File: src/rtl/rom_loader_pkg.sv
// Shared constants for the SPI ROM loader: command codes and FSM state encodings.
package rom_loader_pkg;

  localparam logic [7:0] CMD_WRITE = 8'h01;

  typedef logic [2:0] state_t;

  localparam state_t ST_IDLE = 3'd0;
  localparam state_t ST_CMD  = 3'd1;
  localparam state_t ST_ADR2 = 3'd2;
  localparam state_t ST_ADR1 = 3'd3;
  localparam state_t ST_ADR0 = 3'd4;
  localparam state_t ST_DATA = 3'd5;
  localparam state_t ST_SKIP = 3'd6;

endpackage

File: src/rtl/rom_loader_spi_rx_sync.sv
// SPI mode-0 receiver in the system clock domain: synchronisers, spi_ck rise
// detect, bit counter and shift register. byte_rdy is a one-cycle pulse.
module spi_rx_sync (
  input  logic       clock,
  input  logic       reset,
  input  logic       spi_ss,
  input  logic       spi_ck,
  input  logic       spi_mosi,
  output logic       ss_n,
  output logic       ss_rise,
  output logic       ss_fall,
  output logic       byte_rdy,
  output logic [7:0] rx_byte
);

  logic [1:0] ss_sync_q, ck_sync_q, mosi_sync_q;
  logic       ss_prev_q, ck_prev_q;
  logic [2:0] cnt_q, cnt_d;
  logic [7:0] shift_q, shift_d;
  logic       ck_rise;

  // ss synchroniser resets low so a select already held low after reset
  // shows no falling edge and cannot start a transaction mid-stream.
  always_ff @(posedge clock or posedge reset) begin
    if (reset) begin
      ss_sync_q   <= 2'b00;
      ck_sync_q   <= 2'b00;
      mosi_sync_q <= 2'b00;
      ss_prev_q   <= 1'b0;
      ck_prev_q   <= 1'b0;
      cnt_q       <= 3'd0;
      shift_q     <= 8'h00;
    end else begin
      ss_sync_q   <= {ss_sync_q[0], spi_ss};
      ck_sync_q   <= {ck_sync_q[0], spi_ck};
      mosi_sync_q <= {mosi_sync_q[0], spi_mosi};
      ss_prev_q   <= ss_sync_q[1];
      ck_prev_q   <= ck_sync_q[1];
      cnt_q       <= cnt_d;
      shift_q     <= shift_d;
    end
  end

  assign ss_n    = ss_sync_q[1];
  assign ss_rise = ss_n & ~ss_prev_q;
  assign ss_fall = ~ss_n & ss_prev_q;
  assign ck_rise = ck_sync_q[1] & ~ck_prev_q;

  always_comb begin
    cnt_d   = cnt_q;
    shift_d = shift_q;
    if (ss_n) begin
      cnt_d = 3'd0;
    end else if (ck_rise) begin
      cnt_d   = cnt_q + 3'd1;
      shift_d = {shift_q[6:0], mosi_sync_q[1]};
    end
  end

  // mosi went through the same flop depth as spi_ck, so it lines up with ck_rise.
  assign byte_rdy = ck_rise & ~ss_n & (cnt_q == 3'd7);
  assign rx_byte  = {shift_q[6:0], mosi_sync_q[1]};

endmodule

File: src/rtl/rom_loader.sv
// Boot-time SPI loader: command + 24-bit address, then one memory write per
// data byte with address auto-increment. busy holds the CPU in reset.
module rom_loader
  import rom_loader_pkg::*;
#(
  parameter  int KB = 64,
  localparam int AW = $clog2(KB*1024)
) (
  input  logic          clock,
  input  logic          reset,
  input  logic          spi_ss,
  input  logic          spi_ck,
  input  logic          spi_mosi,
  output logic [AW-1:0] a,
  output logic [7:0]    d,
  output logic          w,
  output logic          busy
);

  logic       ss_n, ss_rise, ss_fall, byte_rdy;
  logic [7:0] rx_byte;

  spi_rx_sync u_rx (
    .clock    (clock),
    .reset    (reset),
    .spi_ss   (spi_ss),
    .spi_ck   (spi_ck),
    .spi_mosi (spi_mosi),
    .ss_n     (ss_n),
    .ss_rise  (ss_rise),
    .ss_fall  (ss_fall),
    .byte_rdy (byte_rdy),
    .rx_byte  (rx_byte)
  );

  state_t        state_q, state_d;
  logic [AW-1:0] a_q, a_d;
  logic [7:0]    d_q, d_d;
  logic          w_q, w_d;
  logic          busy_q, busy_d;
  logic [15:0]   adr_hi_q, adr_hi_d;

  always_ff @(posedge clock or posedge reset) begin
    if (reset) state_q <= ST_IDLE;
    else       state_q <= state_d;
  end

  always_comb begin
    state_d = state_q;
    if (ss_n) begin
      state_d = ST_IDLE;
    end else begin
      case (state_q)
        ST_IDLE: if (ss_fall)  state_d = ST_CMD;
        ST_CMD:  if (byte_rdy) state_d = (rx_byte == CMD_WRITE) ? ST_ADR2 : ST_SKIP;
        ST_ADR2: if (byte_rdy) state_d = ST_ADR1;
        ST_ADR1: if (byte_rdy) state_d = ST_ADR0;
        ST_ADR0: if (byte_rdy) state_d = ST_DATA;
        ST_DATA: state_d = ST_DATA;
        ST_SKIP: state_d = ST_SKIP;
        default: state_d = ST_IDLE;
      endcase
    end
  end

  // byte_rdy is already gated by a low select, so ss always wins over a late byte.
  always_comb begin
    a_d      = a_q;
    d_d      = d_q;
    w_d      = 1'b0;
    busy_d   = busy_q;
    adr_hi_d = adr_hi_q;
    if (w_q) a_d = a_q + AW'(1);
    if (ss_rise) busy_d = 1'b0;
    if (byte_rdy) begin
      case (state_q)
        ST_CMD:  if (rx_byte == CMD_WRITE) busy_d = 1'b1;
        ST_ADR2: adr_hi_d[15:8] = rx_byte;
        ST_ADR1: adr_hi_d[7:0]  = rx_byte;
        ST_ADR0: a_d = AW'({adr_hi_q, rx_byte});
        ST_DATA: begin
          d_d = rx_byte;
          w_d = 1'b1;
        end
        default: ;
      endcase
    end
  end

  always_ff @(posedge clock or posedge reset) begin
    if (reset) begin
      a_q      <= '0;
      d_q      <= 8'h00;
      w_q      <= 1'b0;
      busy_q   <= 1'b0;
      adr_hi_q <= 16'h0000;
    end else begin
      a_q      <= a_d;
      d_q      <= d_d;
      w_q      <= w_d;
      busy_q   <= busy_d;
      adr_hi_q <= adr_hi_d;
    end
  end

  assign a    = a_q;
  assign d    = d_q;
  assign w    = w_q;
  assign busy = busy_q;

endmodule

File: config.mk
export PLATFORM = sky130hd
export DESIGN_NAME = rom_loader
export DESIGN_NICKNAME = d
export VERILOG_FILES = /design/src/rtl/rom_loader_pkg.sv /design/src/rtl/rom_loader_spi_rx_sync.sv /design/src/rtl/rom_loader.sv
export SDC_FILE = /design/constraint.sdc
export NUM_CORES = 1
export LEC_CHECK = 0
export CORE_MARGIN = 3
export CORE_UTILIZATION = 50
export CTS_CLUSTER_DIAMETER = 60
export CTS_CLUSTER_SIZE = 12
export DETAILED_ROUTE_END_ITERATION = 8
export GPL_ROUTABILITY_DRIVEN = 0
export GPL_TIMING_DRIVEN = 0
export HOLD_SLACK_MARGIN = 0.1
export PLACE_DENSITY = 0.83
export SKIP_LAST_GASP = 1
export SYNTH_ARGS = -nofsm -noshare
export SYNTH_HDL_FRONTEND = slang
export SYNTH_HIERARCHICAL = 1
export SYNTH_SLANG_ARGS = --single-unit
File: constraint.sdc
create_clock -name clock -period 3.3 [get_ports clock]
set_input_delay 0.66 -clock clock [delete_from_list [all_inputs] [get_ports clock]]
set_output_delay 0.66 -clock clock [all_outputs]
set_load 0.03 [all_outputs]
[Word level (Yosys, flattened, before mapping)]
Index checks and enable logic that the tools add are counted.
Cells by class
  add/subtract/negate cells: 2
  multiply operators: 0
  div/mod/pow operators: 0
  magnitude comparators: 0
  eq/ne operators: 13
  shifts and indexed selects: 0
  multiplexer cells: 19
  bitwise gates (word level): 8
  reductions and logical operators: 6
Operators with widths (number)
  2-to-1 mux 16 bit: 3
  2-to-1 mux 3 bit: 9
  case mux 3 bit (7 select lines): 1
  adder 16 x 1 -> 16 bit, second input constant: 1
  != test 3 x 2 -> 1 bit, second input constant: 5
  == test 3 bit, second input constant: 4
  == test 8 x 1 -> 1 bit, second input constant: 1
  == test 3 x 2 -> 1 bit, second input constant: 2
  2-to-1 mux 1 bit: 6
  AND reduction 2 bit: 3
  bitwise AND 1 bit: 5
  AND reduction 5 bit: 1
  adder 3 x 1 -> 3 bit, second input constant: 1
  == test 3 x 1 -> 1 bit, second input constant: 1
  logical NOT 3 bit: 1
  inverter 1 bit: 3
  nonzero test 2 bit: 1
Storage, ports and cells
  register bits after elaboration: 55
  latch bits: 0
  memory bits (writable): 0
  ROM bits: 0
  input port bits: 5
  output and inout port bits: 26
  logic and storage cells: 61
  memories: 0

[Logic depth before layout (Yosys ltp)]
  depth after elaboration: 7
  gate-level depth with buffers: 10
  mapped depth without buffers: 7

[Cells and area by module]
Netlist, hierarchy kept.
By module, submodules not included
  rom_loader: times used 1, cells each 183, area an instance 1799.2 um^2, seq. area each 925.9 um^2
  spi_rx_sync: times used 1, cells each 41, area an instance 694.4 um^2, seq. area each 450.4 um^2

[Least setup slack after synthesis]
Ideal clock, no wire load.
  kind: reg2reg
  start: reg u_rx.ck_prev_q
  end: reg a_q[12] (netlist: a[12])
  setup time: 0.120 ns
  arrival: 1.867 ns
  required time: 3.180 ns
  setup slack: 1.313 ns
  stages on the path, launching flop included: 11
  buffers on the path: 3
  clock period less this slack: 1.987 ns
  cell sequence: dfrtp_1 > nor2b_4 > nor2b_4 > buf_8 > and2_2 > buf_1 > and4bb_2 > buf_2 > nor2_1 > mux2i_1 > nand2_1
Between the ends
  word-level cells in the longest chain between the ends: 5
RTL lines
  start: declaration: RTL line rom_loader_spi_rx_sync.sv:17  | logic ss_prev_q, ck_prev_q;
  start signal: assignment: RTL line rom_loader_spi_rx_sync.sv:38  | ck_prev_q <= ck_sync_q[1];
  inverter 1 bit: RTL line rom_loader_spi_rx_sync.sv:47  | assign ck_rise = ck_sync_q[1] & ~ck_prev_q;
  bitwise AND 1 bit: RTL line rom_loader_spi_rx_sync.sv:47
  bitwise AND 1 bit (2 in a row): RTL line rom_loader_spi_rx_sync.sv:61  | assign byte_rdy = ck_rise & ~ss_n & (cnt_q == 3'd7);
  net byte_rdy: RTL line rom_loader.sv:20  | logic ss_n, ss_rise, ss_fall, byte_rdy;
  2-to-1 mux 16 bit: RTL line rom_loader.sv:75  | if (byte_rdy) begin
  net a_d[12]: RTL line rom_loader.sv:37  | logic [AW-1:0] a_q, a_d;
  end signal: assignment: RTL line rom_loader.sv:92  | a_q <= '0;
  end signal: assignment: RTL line rom_loader.sv:98  | a_q <= a_d;
  end: declaration: RTL line rom_loader.sv:37
The timed path passes the listed nets, and every way through them passes these cells.
A chain may end at the register's enable or synchronous reset.

[Worst setup path after layout]
  start: reg u_rx.ck_prev_q
  end: reg a_q[6] (netlist: a[6])
Same word-level chain as after synthesis.

==> results.py <==
metrics = {
    "layout": {
        "post_route_cells_drive_above_1_share_pct": 14.9,
        "nets": 269,
        "post-route-cell-area_um2": 3010,
        "final_util_pct": 62.9,
        "antenna_cells_inserted": 0,
        "fin_cells": 329,
        "synthToLayoutAreaGrowth_pct": 20.7,
    },
    "critical_path": {
        "setup.reg_to_reg.worst_slack_ps": 1030,
        "critical_path_peak_fanout": 10,
        "timing.critical_path.arrival_ps": 2440,
        "critical_path.endpoint_type": "register",
        "slowest_delay_ps": 410,
        "cp_top_family": "simple AND/OR/NAND/NOR gates",
        "critical_path_buffers_and_inverters": 3,
        "crit_chain": "nor2b_4 > nor2b_4 > buf_8 > and2_2 > buf_1 > and4bb_2 > clkbuf_1 > o21ai_0",
        "setup.worst_path.class": "reg -> reg",
        "crit_path_frequent_cell": "nor2b_4",
        "crit_path_start_kind": "register",
        "cp.required_ps": 3470,
        "critical-path-slowest-cell": "dfrtp_1",
    },
    "clock_network": {
        "clk_transition_reported_paths_ps": 90,
        "ctsHtreeMaxLevel": 2,
        "insertion_delay_ps": 300,
        "hold_buffers": 0,
        "ctsRootBufferMaster": "clkbuf_8",
        "cts.sink_count": 55,
        "cts.repair.resized": 0,
        "tritoncts": "yes",
        "post_cts_setup_bufs": 0,
        "clock_path_buffers": 2,
        "numCtsBuffers": 5,
    },
    "floorplanning": {
        "ioPinCount": 31,
        "overall_die_area_um2": 5870,
        "start_util_pct": 52.1,
        "die_height_um": 76.6,
        "die-width_um": 76.6,
        "placeableCoreArea_um2": 4790,
        "core_rows": 25,
    },
    "logic_synthesis": {
        "yosys_most_used_dff": "dfrtp_1",
        "post_synth_inst_count": 224,
        "number_of_different_library_cells_in_the_post_synthesis_netlist": 39,
        "synth_area_per_cell_um2": 11.1,
        "synth_sequential_area_ratio_pct": 55.2,
        "synth.most_common_cell": "dfrtp_1",
        "synth_top_area_share_pct": 55.2,
        "synth-seq-cells": 55,
        "netlist_top_cells_area": "dfrtp_1 (55%), nand2_1 (7.1%), mux2_4 (4.2%)",
        "yosys-top-cells-count": "dfrtp_1 (55), nand2_1 (47), o21ai_0 (15)",
        "mapped_cell_area_um2": 2490,
        "ys_warn_count": 6,
        "post-synth-top-area-cell": "dfrtp_1",
        "synth_enable_flop_cells": 0,
        "synth.net_count": 232,
        "async_reset_ff_share_pct": 100,
    },
    "sta": {
        "slew_viol_final": 0,
        "max_slew_margin_pct": 49.8,
        "period_needed_ps": 2270,
        "worstMarginPinSlew_ps": 752,
        "unrepaired_setup_endpoints_after_global_routing": "false",
        "final_setup_fails": 0,
        "clock-skew-final_ps": 6.13,
        "layout_worst_path_cycle_share_pct": 68.8,
        "setup-tns-final_ps": 0,
        "hold_violations": 0,
        "clock.fmax_ghz": 0.440,
        "worst_slack_ps": 1030,
    },
    "detailed_routing": {
        "avgViaCountPerCell": 5.03,
        "wl_per_cell_um": 13.4,
        "dr.pass1.iters": 4,
        "detail_route.iter0.violations": 77,
        "routed_wirelength_um": 4420,
        "dr_total_vias": 1655,
        "ant_nets": 0,
        "drc": 0,
    },
    "pwr": {
        "power.share.sequential_pct": 56.2,
        "internal_power_mw": 1.08,
        "p_leak_nw": 1.36,
        "power.share.switching_pct": 22.5,
        "powerDensity_nw_per_um2": 465,
        "p_clk_share_pct": 36.6,
        "power_frac_comb_pct": 7.2,
        "peakVddDrop_mv": 0.376,
        "switchingPower_mw": 0.314,
    },
    "min_path": {
        "min-delay-path-class": "reg -> reg",
    },
    "global_routing": {
        "grt_start_max_net_pins": 38,
        "grt_pass1_wl_um": 8000,
        "antenna_found_initial": 0,
        "globalRouteTotalUtil_pct": 16.8,
        "grt_remaining_overflow": 0,
        "grt_pass1_vias": 1761,
    },
    "placed_design": {
        "setup_slack_after_placement_ps": 1010,
        "placement.io_buffers": 30,
        "dpl.hpwl_um": 3190,
        "post-place-cells": 321,
        "postPlaceCellArea_um2": 2880,
    },
    "status": {
        "status": "finished clean",
    },
    "run": {
        "max_cap_viol_count": 0,
    },
}
-- sequential cells by signal, indices dropped and copies added, names as in the netlist, 3 cells and up --
register	cells
state_q	3
u_rx/shift_q	7
a	16
d	8
adr_hi_q	8
u_rx/cnt_q	3
-- routing by layer --
| metal | share of wire (%) | track usage, % |
|---|---|---|
| met2 | 50 | 29.4 |
| met5 | 0 | 0 |
| met4 | 1.1 | 4.35 |
| met1 | 45 | 21.3 |
| met3 | 3.5 | 3.55 |
-- power by group through the flow --
stage	Clock, mW	Sequential (mW)	Combinational (mW)
floorplan	0	0.770	0.0868
global placement	0	0.794	0.0990
CTS	0.523	0.784	0.103
finish	0.512	0.786	0.101
detailed placement	0	0.798	0.103
global route	0.549	0.796	0.112
-- area by class of cell --
| type | count | area [um^2] |
|---|---|---|
| Buffer | 10 | 57.6 |
| Clock buffer | 6 | 72.6 |
| Clock inverter | 2 | 60.1 |
| Fill cell | 400 | 1780 |
| Inverter | 8 | 30.0 |
| Multi-Input combinational cell | 151 | 1030 |
| Sequential cell | 55 | 1380 |
| Tap cell | 67 | 83.8 |
| Timing Repair Buffer | 30 | 300 |
-- stage by stage --
step           total power [mW]  hold WS, ps
2_1_floorplan             0.857          331
3_3_place_gp              0.893          332
3_5_place_dp              0.901          338
4_1_cts                    1.41          362
5_1_grt                    1.46          374
6_report                   1.40          360
-- logic make-up (layout without fill, tap and decap cells) --
family	after synthesis	count (layout)	share of synthesized area, %
DFF	55	55	55.2
and+or+nand+nor	94	94	20.7
buffers and inverters	18	56	3.51
adders and majority gates	3	3	1.51
AOI/OAI and AO/OA	22	22	5.07
muxes	20	20	9.83
xor gates and xnor gates	12	12	4.22
-- worst paths after layout --
path | startpoint | endpoint | depth (start not counted)
worst max-delay path | u_rx/ck_prev_q$_DFF_PP0_ | a[6]$_DFF_PP0_ | 8
worst min-delay path | u_rx/mosi_sync_q[0]$_DFF_PP0_ | u_rx/mosi_sync_q[1]$_DFF_PP0_ | 0
worst max register to register | u_rx/ck_prev_q$_DFF_PP0_ | a[6]$_DFF_PP0_ | 8
worst min register to register | u_rx/mosi_sync_q[0]$_DFF_PP0_ | u_rx/mosi_sync_q[1]$_DFF_PP0_ | 0
max in group asynchronous | reset | a[15]$_DFF_PP0_ | 2
min in group asynchronous | reset | u_rx/ss_sync_q[1]$_DFF_PP0_ | 2
-- cell usage in the layout (no fill, tap or decap), drive strengths merged, types with 4 or more instances in the layout --
cell           instances
nand4                  4
clkdlybuf4s50         30
dfrtp                 55
buf                    7
mux2i                  5
nor3                   6
nor2                  13
mux2                  15
inv                    7
xnor2                  9
clkbuf                 9
nor4                   4
o21ai                 15
nor2b                  6
nand2                 47
Note: power is estimated with default switching activity, not from simulation.
